===== config.mk =====
export PLATFORM = sky130hd
export DESIGN_NAME = spi_arbiter_flat
export DESIGN_NICKNAME = d
export VERILOG_FILES = /design/src/rtl/spi_arbiter_if.sv /design/src/rtl/spi_arbiter.sv /design/src/flat_wrapper.sv
export SDC_FILE = /design/constraint.sdc
export NUM_CORES = 1
export LEC_CHECK = 0
export BUFFER_PORTS_ARGS = -buffer_cell sky130_fd_sc_hd__buf_2
export CORE_MARGIN = 4
export CORE_UTILIZATION = 45
export DETAILED_ROUTE_END_ITERATION = 10
export GPL_ROUTABILITY_DRIVEN = 1
export PLACE_DENSITY_LB_ADDON = 0.1
export SKIP_CTS_REPAIR_TIMING = 1
export SYNTH_ARGS = -nofsm -noshare
export SYNTH_HDL_FRONTEND = slang
export SYNTH_SLANG_ARGS = --single-unit
export TNS_END_PERCENT = 100

===== constraint.sdc =====
create_clock -name clk -period 7.2 [get_ports clk]
set_clock_uncertainty 0.1 [all_clocks]
set_input_delay 0.72 -clock clk [delete_from_list [all_inputs] [get_ports clk]]
set_output_delay 0.72 -clock clk [all_outputs]
set_load 0.005 [all_outputs]

===== src/rtl/spi_arbiter_if.sv =====
// Signal bundle between spi_arbiter, its requesters and the SPI master peripheral.
// master: the arbiter side; slave: requesters plus SPI peripheral.
interface spi_arbiter_if #(
  parameter int unsigned NUM_REQ = 3
);
  logic [NUM_REQ-1:0]    req;
  logic [16*NUM_REQ-1:0] req_data;
  logic [3*NUM_REQ-1:0]  req_ss;
  logic [NUM_REQ-1:0]    gnt;
  logic [NUM_REQ-1:0]    done;
  logic [NUM_REQ-1:0]    err;
  logic [7:0]            rd_data;
  logic                  wrt_SPI;
  logic [15:0]           SPI_data;
  logic [2:0]            ss;
  logic                  SPI_done;
  logic [7:0]            EEP_data;

  modport master (
    input  req, req_data, req_ss, SPI_done, EEP_data,
    output gnt, done, err, rd_data, wrt_SPI, SPI_data, ss
  );

  modport slave (
    output req, req_data, req_ss, SPI_done, EEP_data,
    input  gnt, done, err, rd_data, wrt_SPI, SPI_data, ss
  );
endinterface


===== src/rtl/spi_arbiter.sv =====
// Round-robin arbiter sharing one SPI master between NUM_REQ requesters.
// Optional WAIT watchdog enabled by defining SPI_TIMEOUT_EN.
module spi_arbiter #(
  parameter int unsigned NUM_REQ     = 3,
  parameter int unsigned GAP_CYC     = 2,
  parameter int unsigned TIMEOUT_CYC = 1024
) (
  input logic           clk,
  input logic           rst_n,
  spi_arbiter_if.master bus
);
  localparam int unsigned PTR_W    = (NUM_REQ > 1) ? $clog2(NUM_REQ) : 1;
  localparam int unsigned SUM_W    = PTR_W + 1;
  localparam int unsigned GAP_W    = (GAP_CYC > 1) ? $clog2(GAP_CYC) : 1;
  localparam int unsigned GAP_LAST = (GAP_CYC > 0) ? GAP_CYC - 1 : 0;
`ifdef SPI_TIMEOUT_EN
  localparam int unsigned WCNT_W   = $clog2(TIMEOUT_CYC + 1);
`endif

  if (NUM_REQ < 2 || NUM_REQ > 8 || TIMEOUT_CYC == 0) begin : g_bad_cfg
    $error("spi_arbiter: unsupported NUM_REQ or TIMEOUT_CYC");
  end

  typedef enum logic [1:0] {IDLE, ISSUE, WAIT, GAP} state_t;

  state_t             state_q, state_d;
  logic [NUM_REQ-1:0] gnt_q, gnt_d;
  logic [NUM_REQ-1:0] done_q, done_d;
  logic [NUM_REQ-1:0] err_q, err_d;
  logic [7:0]         rd_q, rd_d;
  logic               wrt_q, wrt_d;
  logic [15:0]        data_q, data_d;
  logic [2:0]         ss_q, ss_d;
  logic [PTR_W-1:0]   rr_q, rr_d;
  logic [GAP_W-1:0]   gap_q, gap_d;
`ifdef SPI_TIMEOUT_EN
  logic [WCNT_W-1:0]  wcnt_q, wcnt_d;
`endif

  logic [15:0]        data_arr [NUM_REQ];
  logic [2:0]         ss_arr   [NUM_REQ];
  logic [NUM_REQ-1:0] eligible;
  logic               found;
  logic [PTR_W-1:0]   winner;
  logic [PTR_W-1:0]   winner_nxt;

  for (genvar i = 0; i < NUM_REQ; i++) begin : g_slice
    assign data_arr[i] = bus.req_data[16*i +: 16];
    assign ss_arr[i]   = bus.req_ss[3*i +: 3];
  end

  // Index addition modulo NUM_REQ.
  function automatic logic [PTR_W-1:0] wrap_add(input logic [PTR_W-1:0] base,
                                                 input logic [PTR_W-1:0] off);
    logic [SUM_W-1:0] s;
    s = {1'b0, base} + {1'b0, off};
    if (s >= SUM_W'(NUM_REQ)) s = s - SUM_W'(NUM_REQ);
    return PTR_W'(s);
  endfunction

  // First eligible requester at or above rr_q; the current done holder is masked.
  always_comb begin
    eligible = bus.req & ~done_q;
    found    = 1'b0;
    winner   = '0;
    for (int unsigned k = 0; k < NUM_REQ; k++) begin
      if (!found && eligible[wrap_add(rr_q, PTR_W'(k))]) begin
        found  = 1'b1;
        winner = wrap_add(rr_q, PTR_W'(k));
      end
    end
    winner_nxt = wrap_add(winner, PTR_W'(1));
  end

  // Next-state and registered-output values.
  always_comb begin
    state_d = state_q;
    gnt_d   = gnt_q;
    done_d  = '0;
    err_d   = '0;
    rd_d    = rd_q;
    wrt_d   = 1'b0;
    data_d  = data_q;
    ss_d    = ss_q;
    rr_d    = rr_q;
    gap_d   = gap_q;
`ifdef SPI_TIMEOUT_EN
    wcnt_d  = wcnt_q;
`endif
    case (state_q)
      IDLE: begin
        if (found) begin
          data_d  = data_arr[winner];
          ss_d    = ss_arr[winner];
          gnt_d   = NUM_REQ'(1) << winner;
          rr_d    = winner_nxt;
          wrt_d   = 1'b1;
          state_d = ISSUE;
        end
      end
      ISSUE: begin
        state_d = WAIT;
`ifdef SPI_TIMEOUT_EN
        wcnt_d  = '0;
`endif
      end
      WAIT: begin
        if (bus.SPI_done) begin
          rd_d    = bus.EEP_data;
          done_d  = gnt_q;
          gnt_d   = '0;
          gap_d   = '0;
          state_d = (GAP_CYC == 0) ? IDLE : GAP;
        end
`ifdef SPI_TIMEOUT_EN
        // Watchdog expiry completes the transaction with an error flag.
        else if (wcnt_q == WCNT_W'(TIMEOUT_CYC - 1)) begin
          rd_d    = 8'hFF;
          done_d  = gnt_q;
          err_d   = gnt_q;
          gnt_d   = '0;
          gap_d   = '0;
          state_d = (GAP_CYC == 0) ? IDLE : GAP;
        end else begin
          wcnt_d  = wcnt_q + 1'b1;
        end
`endif
      end
      GAP: begin
        if (gap_q == GAP_W'(GAP_LAST)) begin
          gap_d   = '0;
          state_d = IDLE;
        end else begin
          gap_d   = gap_q + 1'b1;
        end
      end
      default: state_d = IDLE;
    endcase
  end

  always_ff @(posedge clk or negedge rst_n) begin
    if (!rst_n) begin
      state_q <= IDLE;
      gnt_q   <= '0;
      done_q  <= '0;
      err_q   <= '0;
      rd_q    <= 8'h00;
      wrt_q   <= 1'b0;
      data_q  <= 16'h0000;
      ss_q    <= 3'b000;
      rr_q    <= '0;
      gap_q   <= '0;
`ifdef SPI_TIMEOUT_EN
      wcnt_q  <= '0;
`endif
    end else begin
      state_q <= state_d;
      gnt_q   <= gnt_d;
      done_q  <= done_d;
      err_q   <= err_d;
      rd_q    <= rd_d;
      wrt_q   <= wrt_d;
      data_q  <= data_d;
      ss_q    <= ss_d;
      rr_q    <= rr_d;
      gap_q   <= gap_d;
`ifdef SPI_TIMEOUT_EN
      wcnt_q  <= wcnt_d;
`endif
    end
  end

  assign bus.gnt      = gnt_q;
  assign bus.done     = done_q;
  assign bus.err      = err_q;
  assign bus.rd_data  = rd_q;
  assign bus.wrt_SPI  = wrt_q;
  assign bus.SPI_data = data_q;
  assign bus.ss       = ss_q;
endmodule

===== src/flat_wrapper.sv =====
// flat-port wrapper written by rule: the top's interface ports become plain ports
module spi_arbiter_flat 
#(
  parameter int unsigned NUM_REQ     = 3,
  parameter int unsigned GAP_CYC     = 2,
  parameter int unsigned TIMEOUT_CYC = 1024
)
  (clk, rst_n, bus_req, bus_req_data, bus_req_ss, bus_SPI_done, bus_EEP_data, bus_gnt, bus_done, bus_err, bus_rd_data, bus_wrt_SPI, bus_SPI_data, bus_ss);
  spi_arbiter_if #(.NUM_REQ(NUM_REQ)) bus_i ();
  input logic clk;
  input logic rst_n;
  input wire logic [$bits(bus_i.req)-1:0] bus_req;
  input wire logic [$bits(bus_i.req_data)-1:0] bus_req_data;
  input wire logic [$bits(bus_i.req_ss)-1:0] bus_req_ss;
  input wire logic [$bits(bus_i.SPI_done)-1:0] bus_SPI_done;
  input wire logic [$bits(bus_i.EEP_data)-1:0] bus_EEP_data;
  output wire logic [$bits(bus_i.gnt)-1:0] bus_gnt;
  output wire logic [$bits(bus_i.done)-1:0] bus_done;
  output wire logic [$bits(bus_i.err)-1:0] bus_err;
  output wire logic [$bits(bus_i.rd_data)-1:0] bus_rd_data;
  output wire logic [$bits(bus_i.wrt_SPI)-1:0] bus_wrt_SPI;
  output wire logic [$bits(bus_i.SPI_data)-1:0] bus_SPI_data;
  output wire logic [$bits(bus_i.ss)-1:0] bus_ss;
  assign bus_i.req = bus_req;
  assign bus_i.req_data = bus_req_data;
  assign bus_i.req_ss = bus_req_ss;
  assign bus_i.SPI_done = bus_SPI_done;
  assign bus_i.EEP_data = bus_EEP_data;
  assign bus_gnt = bus_i.gnt;
  assign bus_done = bus_i.done;
  assign bus_err = bus_i.err;
  assign bus_rd_data = bus_i.rd_data;
  assign bus_wrt_SPI = bus_i.wrt_SPI;
  assign bus_SPI_data = bus_i.SPI_data;
  assign bus_ss = bus_i.ss;
  spi_arbiter #(.NUM_REQ(NUM_REQ), .GAP_CYC(GAP_CYC), .TIMEOUT_CYC(TIMEOUT_CYC)) u_core (.clk(clk), .rst_n(rst_n), .bus(bus_i));
endmodule

# ---- After elaboration in Yosys (flattened, before gate mapping)
# Index checks and enable logic that the tools add are counted.
# W data, S select, Z words.
dict set report totals {
  reg_bits 39
  in_bits 71
  output_inout_bits 37
  wordCells 83
}
dict set report op_classes {
  add_sub_neg 8
  magnitude_cmp 8
  eq_ne 6
  shifts 1
  muxes 36
  n_bitwise 3
  n_reduce_logical 12
}
# cell n
set op_table {}
lappend op_table {{$bmux W16 S2} 1}
lappend op_table {{$mux W16} 2}
lappend op_table {{$mux W2} 10}
lappend op_table {{$mux W3} 6}
lappend op_table {{$mux W1} 10}
lappend op_table {{$ge A3 B2 Y1 const B} 3}
lappend op_table {{$lt A2 B3 Y1 const B} 3}
lappend op_table {{$pmux W2 S4} 1}
lappend op_table {{$sub A2 B2 Y2 const B} 4}
lappend op_table {{$add A2 B1 Y3 const B} 2}
lappend op_table {{$bmux W1 S2} 3}
lappend op_table {{$bmux W3 S2} 1}
lappend op_table {{$pmux W3 S2} 1}
lappend op_table {{$reduce_and A2 Y1} 3}
lappend op_table {{$reduce_and A3 Y1} 2}
lappend op_table {{$eq A2 B2 Y1 const B} 2}
lappend op_table {{$ne A2 B1 Y1 const B} 2}
lappend op_table {{$reduce_bool A2 Y1} 2}
lappend op_table {{$add A2 B2 Y3 const B} 1}
lappend op_table {{$and A3 B3 Y3} 1}
lappend op_table {{$ge A3 B3 Y1 const B} 1}
lappend op_table {{$not A2 Y3} 1}
lappend op_table {{$not A3 Y3} 1}
lappend op_table {{$shl A1 B2 Y3 const A} 1}
lappend op_table {{8 further kinds} 10}

# ---- Longest topological paths before layout
dict set report logic_depth {
  word_depth 15
  depth_mapped 13
}

# ---- Least setup slack after synthesis
# No wires, ideal clock.
dict set report synth_path {
  path_kind {register -> register}
  start {register u_core.rr_q[0]}
  end {register u_core.data_q[0] (netlist: u_core.bus.SPI_data[0])}
  arrival_time_ns 2.226
  path_slack_ns 4.733
  path_stages_with_launch 14
  n_path_buf 4
  synth_period_minus_slack_ns 2.467
  cell_sequence {dfrtp_1 inv_1 ha_1 buf_2 and3b_1 a2111o_1 a211oi_2 nand2b_1 buf_6 inv_4 nand2b_4 buf_8 buf_12 o221ai_2}
}
dict set report synth_between {
  elab_chain_len 15
  word_cells_on_any_way 32
  cone_classes {5 x add/sub; 3 x order compare; 18 x mux; 1 x bitwise; 5 x reduce/logical}
}
# element line_no
set synth_lines {}
lappend synth_lines {{from (decl)} spi_arbiter.sv:34} ;# logic [PTR_W-1:0] rr_q, rr_d;
lappend synth_lines {{from (signal assigned)} spi_arbiter.sv:165} ;# rr_q <= rr_d;
lappend synth_lines {{parallel branches: the longest is 15 deep, another holds $add A2 B1 Y3} n/a}
lappend synth_lines {{to (signal assigned)} spi_arbiter.sv:163} ;# data_q <= data_d;
lappend synth_lines {{to (decl)} spi_arbiter.sv:32} ;# logic [15:0] data_q, data_d;
# Parallel ways; which one is timed is not known. The select of a mux whose other input is x is not followed.
# A chain may end at the register's enable or synchronous reset.

# ---- Worst setup path after layout
dict set report layout_path {
  start {register u_core.rr_q[0]}
  end {register u_core.data_q[6] (netlist: u_core.bus.SPI_data[6])}
}
# Same word-level chain as after synthesis.

==> impl_metrics.ini <==
[detailed_routing]
total_routed_wire_length_on_the_met1_layer_um = 2204
drcViolationCount = 0
met3_length_um = 508
antenna_left = 0
detailroute.via_count = 1869
drt-wirelength-per-cell_um = 14.14
drt_pass1_iterations = 4
routed.top_layer = met4
wl_met2_um = 2537
detail_route.vias_per_cell = 4.984
totalWireLength_um = 5304
initialDrtViolationCount = 84

[min_path]
worstHoldEndpoint = u_core.bus.SPI_data[12]
min_path_cells = 2
worstHoldStart = u_core.bus.SPI_data[12]
holdCritPathClass = reg -> reg

[global_route]
grt_pass1_vias = 1788
largest_net_degree_at_the_start_of_global_routing = 40
grt_antenna_before_repair = 0
grt-ovfl-total = 0
global_route_wire_length_before_repair_um = 8445
grt_use_total = 0.1717

[clock_network]
cts_inserted_buffers = 5
cts_tree = yes
maximum_clock_insertion_buffer_count = 2
tritoncts_num_sinks = 39
h-tree-depth = 2
clock_insertion_delay_worst_skew_ps = 290
path_clk_slew_ps = 70
clockRootBuffer = sky130_fd_sc_hd__clkbuf_8

[die]
coreArea_mm2 = 0.004755
die_width_um = 78.43
die_area_mm2 = 0.006151
i_o_pin_total = 108
rows = 25
dieHeight_um = 78.43
initial_utilization = 0.4695

[synth]
netlist.area_leader.share = 0.4372
ys_seq_area_frac = 0.4372
synth_enable_flop_cells = 0
yosys_most_used_dff = sky130_fd_sc_hd__dfrtp_1
syn-cell-area_mm2 = 0.002232
synth_seq_cells = 39
synth.largest_area_cell = sky130_fd_sc_hd__dfrtp_1
synthesis.area_per_instance_um2 = 10.73
dominant_cells_by_area_after_synthesis = sky130_fd_sc_hd__dfrtp_1 44%, sky130_fd_sc_hd__mux2i_1 8.5%, sky130_fd_sc_hd__o221ai_2 6.7%, sky130_fd_sc_hd__mux2_2 5.0%, sky130_fd_sc_hd__nand2_1 4.4%
synth-warning-count = 0
asyncSetResetFlopFracSynth = 1.000
synth.most_common_cell = sky130_fd_sc_hd__dfrtp_1
netlist_cell_types = 39
synthTopCellsByCount = 39 x sky130_fd_sc_hd__dfrtp_1, 26 x sky130_fd_sc_hd__nand2_1, 23 x sky130_fd_sc_hd__inv_1
synthesis.instances = 208

[worst_setup_path]
setup.worst_path.end_class = register
r2r_slack_ps = 3900
criticalPathCategory = reg -> reg
worst-endpoint-required_ps = 7230
critical_path.max_fanout = 24
reg2reg_to = u_core.bus.SPI_data[6]
worst_r2r_startpoint = u_core.rr_q[0]
reg2regPathDepth = 9
critical_path.startpoint_type = register
worst_ep_arrival_time_ps = 3330

[finish]
fill_cells = 415
syn2layout_area_growth_pct = 28.19
layout-drive-gt1-share = 0.4481
net_count_reported_at_finish = 385
antennaDiodeCount = 0

[timing]
timing_max_transition_violations_final = 0
share_of_the_clock_period_used_by_the_worst_path = 0.4585
timing.final.setup_violations = 0
post-route-min-period_ps = 3301
achievable-frequency_ghz = 0.3029
worst-slew-pin-transition_ps = 937.4
rsz0062_at_grt = no
maxSlewHeadroom = 0.3751
finalSetupTns_ps = 0
smallest_hold_slack_ps = 386.6
hold_viol = 0

[power]
ir_worst_vdd_mv = 0.1859
p_per_area_mw_per_mm2 = 404.8
cellLeakagePower_uw = 0.001590

[placement]
dpl.hpwl_um = 4024
gp_congestion = 0.7764
io_buffers = 104

[status]
status = completed

[job]
max-cap-violations = 0
==> cell type report <==
class | instances | area, µm² | share of cell area
clock inverter | 2 | 35.03 | 0.01224
multi-input combinational | 132 | 1064 | 0.3717
clock buffer | 6 | 82.58 | 0.02886
tap | 67 | 83.83 | 0.02930
sequential | 39 | 975.9 | 0.3411
inverter | 24 | 92.59 | 0.03236
timing repair buffer | 105 | 528.0 | 0.1845
==> layer usage <==
layer / global-route usage / up-vias
li1: - / 922
met1: 0.2179 / 855
met2: 0.2834 / 86
met3: 0.05619 / 6
met4: 0.04196 / 0
met5: 0 / -
==> power breakdown <==
part / internal (µW) / switching (µW)
sequential: 321 / 53.9
clock: 112 / 76.9
combinational: 278 / 316
total: 712 / 447
==> how the worst max path moves through the flow <==
stage	start	endpoint	slack [ps]	cells after the start
2_1_floorplan	u_core.rr_q[0]	u_core.bus.SPI_data[0]	4730	13
3_3_place_gp	u_core.rr_q[0]	u_core.bus.SPI_data[12]	4010	9
3_5_place_dp	u_core.rr_q[0]	u_core.bus.SPI_data[9]	3900	9
4_1_cts	u_core.rr_q[0]	u_core.bus.SPI_data[9]	3880	9
5_1_grt	u_core.rr_q[0]	u_core.bus.SPI_data[10]	3670	9
6_report	u_core.rr_q[0]	u_core.bus.SPI_data[6]	3900	9
==> worst max-delay path, stage by stage, from the launching register on <==
cell	delay, ps
sky130_fd_sc_hd__dfrtp_1	380
sky130_fd_sc_hd__inv_1	70
sky130_fd_sc_hd__ha_1	440
sky130_fd_sc_hd__nand2_1	110
sky130_fd_sc_hd__a2111o_1	470
sky130_fd_sc_hd__a211oi_2	230
sky130_fd_sc_hd__nand2b_1	760
sky130_fd_sc_hd__inv_4	80
sky130_fd_sc_hd__nand2b_4	290
sky130_fd_sc_hd__o221ai_1	190
==> stage by stage <==
stage          utilization  area (µm²)  instances  setup WS, ps  total power [µW]
2_1_floorplan            -        2240        210          4733             819.3
3_3_place_gp        0.5771        2744        367          4005             966.2
3_5_place_dp        0.5771        2744        367          3902             979.2
4_1_cts             0.6018        2861        375          3884              1172
5_1_grt             0.6018        2861        375          3672              1251
6_report            0.6018        2861        375          3899              1158
==> cell usage in the layout (no fill, tap or decap), types with 2 or more instances in the layout <==
cell / synthesis / routed
sky130_fd_sc_hd__nor2b_1: 3 / 3
sky130_fd_sc_hd__and3b_1: 2 / 2
sky130_fd_sc_hd__and3_1: 3 / 3
sky130_fd_sc_hd__a22o_1: 3 / 3
sky130_fd_sc_hd__clkbuf_8: 0 / 6
sky130_fd_sc_hd__mux2i_1: 19 / 19
sky130_fd_sc_hd__o21ai_0: 4 / 4
sky130_fd_sc_hd__nor3b_1: 2 / 2
sky130_fd_sc_hd__ha_1: 7 / 7
sky130_fd_sc_hd__mux2_2: 10 / 10
sky130_fd_sc_hd__nand2b_1: 6 / 6
sky130_fd_sc_hd__nand2_1: 26 / 26
sky130_fd_sc_hd__o221ai_2: 10 / 10
sky130_fd_sc_hd__buf_2: 4 / 104
sky130_fd_sc_hd__a21oi_1: 5 / 5
sky130_fd_sc_hd__nor2_1: 4 / 4
sky130_fd_sc_hd__dfrtp_1: 39 / 39
sky130_fd_sc_hd__conb_1: 1 / 3
sky130_fd_sc_hd__nand3_1: 2 / 2
sky130_fd_sc_hd__inv_1: 23 / 23
sky130_fd_sc_hd__o221ai_1: 10 / 10
==> state kept, by name, summed over array words and instances, names as in the netlist <==
signal,flops
u_core.bus.SPI_data,16
u_core.bus.rd_data,8
u_core.bus.done,3
u_core.bus.gnt,3
u_core.bus.ss,3
u_core.rr_q,2
u_core.state_q,2
u_core.bus.wrt_SPI,1
u_core.gap_q,1
==> cell families after synthesis <==
group | count (synthesis) | share of synthesized area
simple gates | 52 | 0.1188
fa+ha+maj | 7 | 0.03924
other cells | 1 | 0.001680
compound gates | 41 | 0.1743
flops | 39 | 0.4372
mux | 29 | 0.1357
buf+inv | 39 | 0.09305
Power figures use the tool's default switching activity.
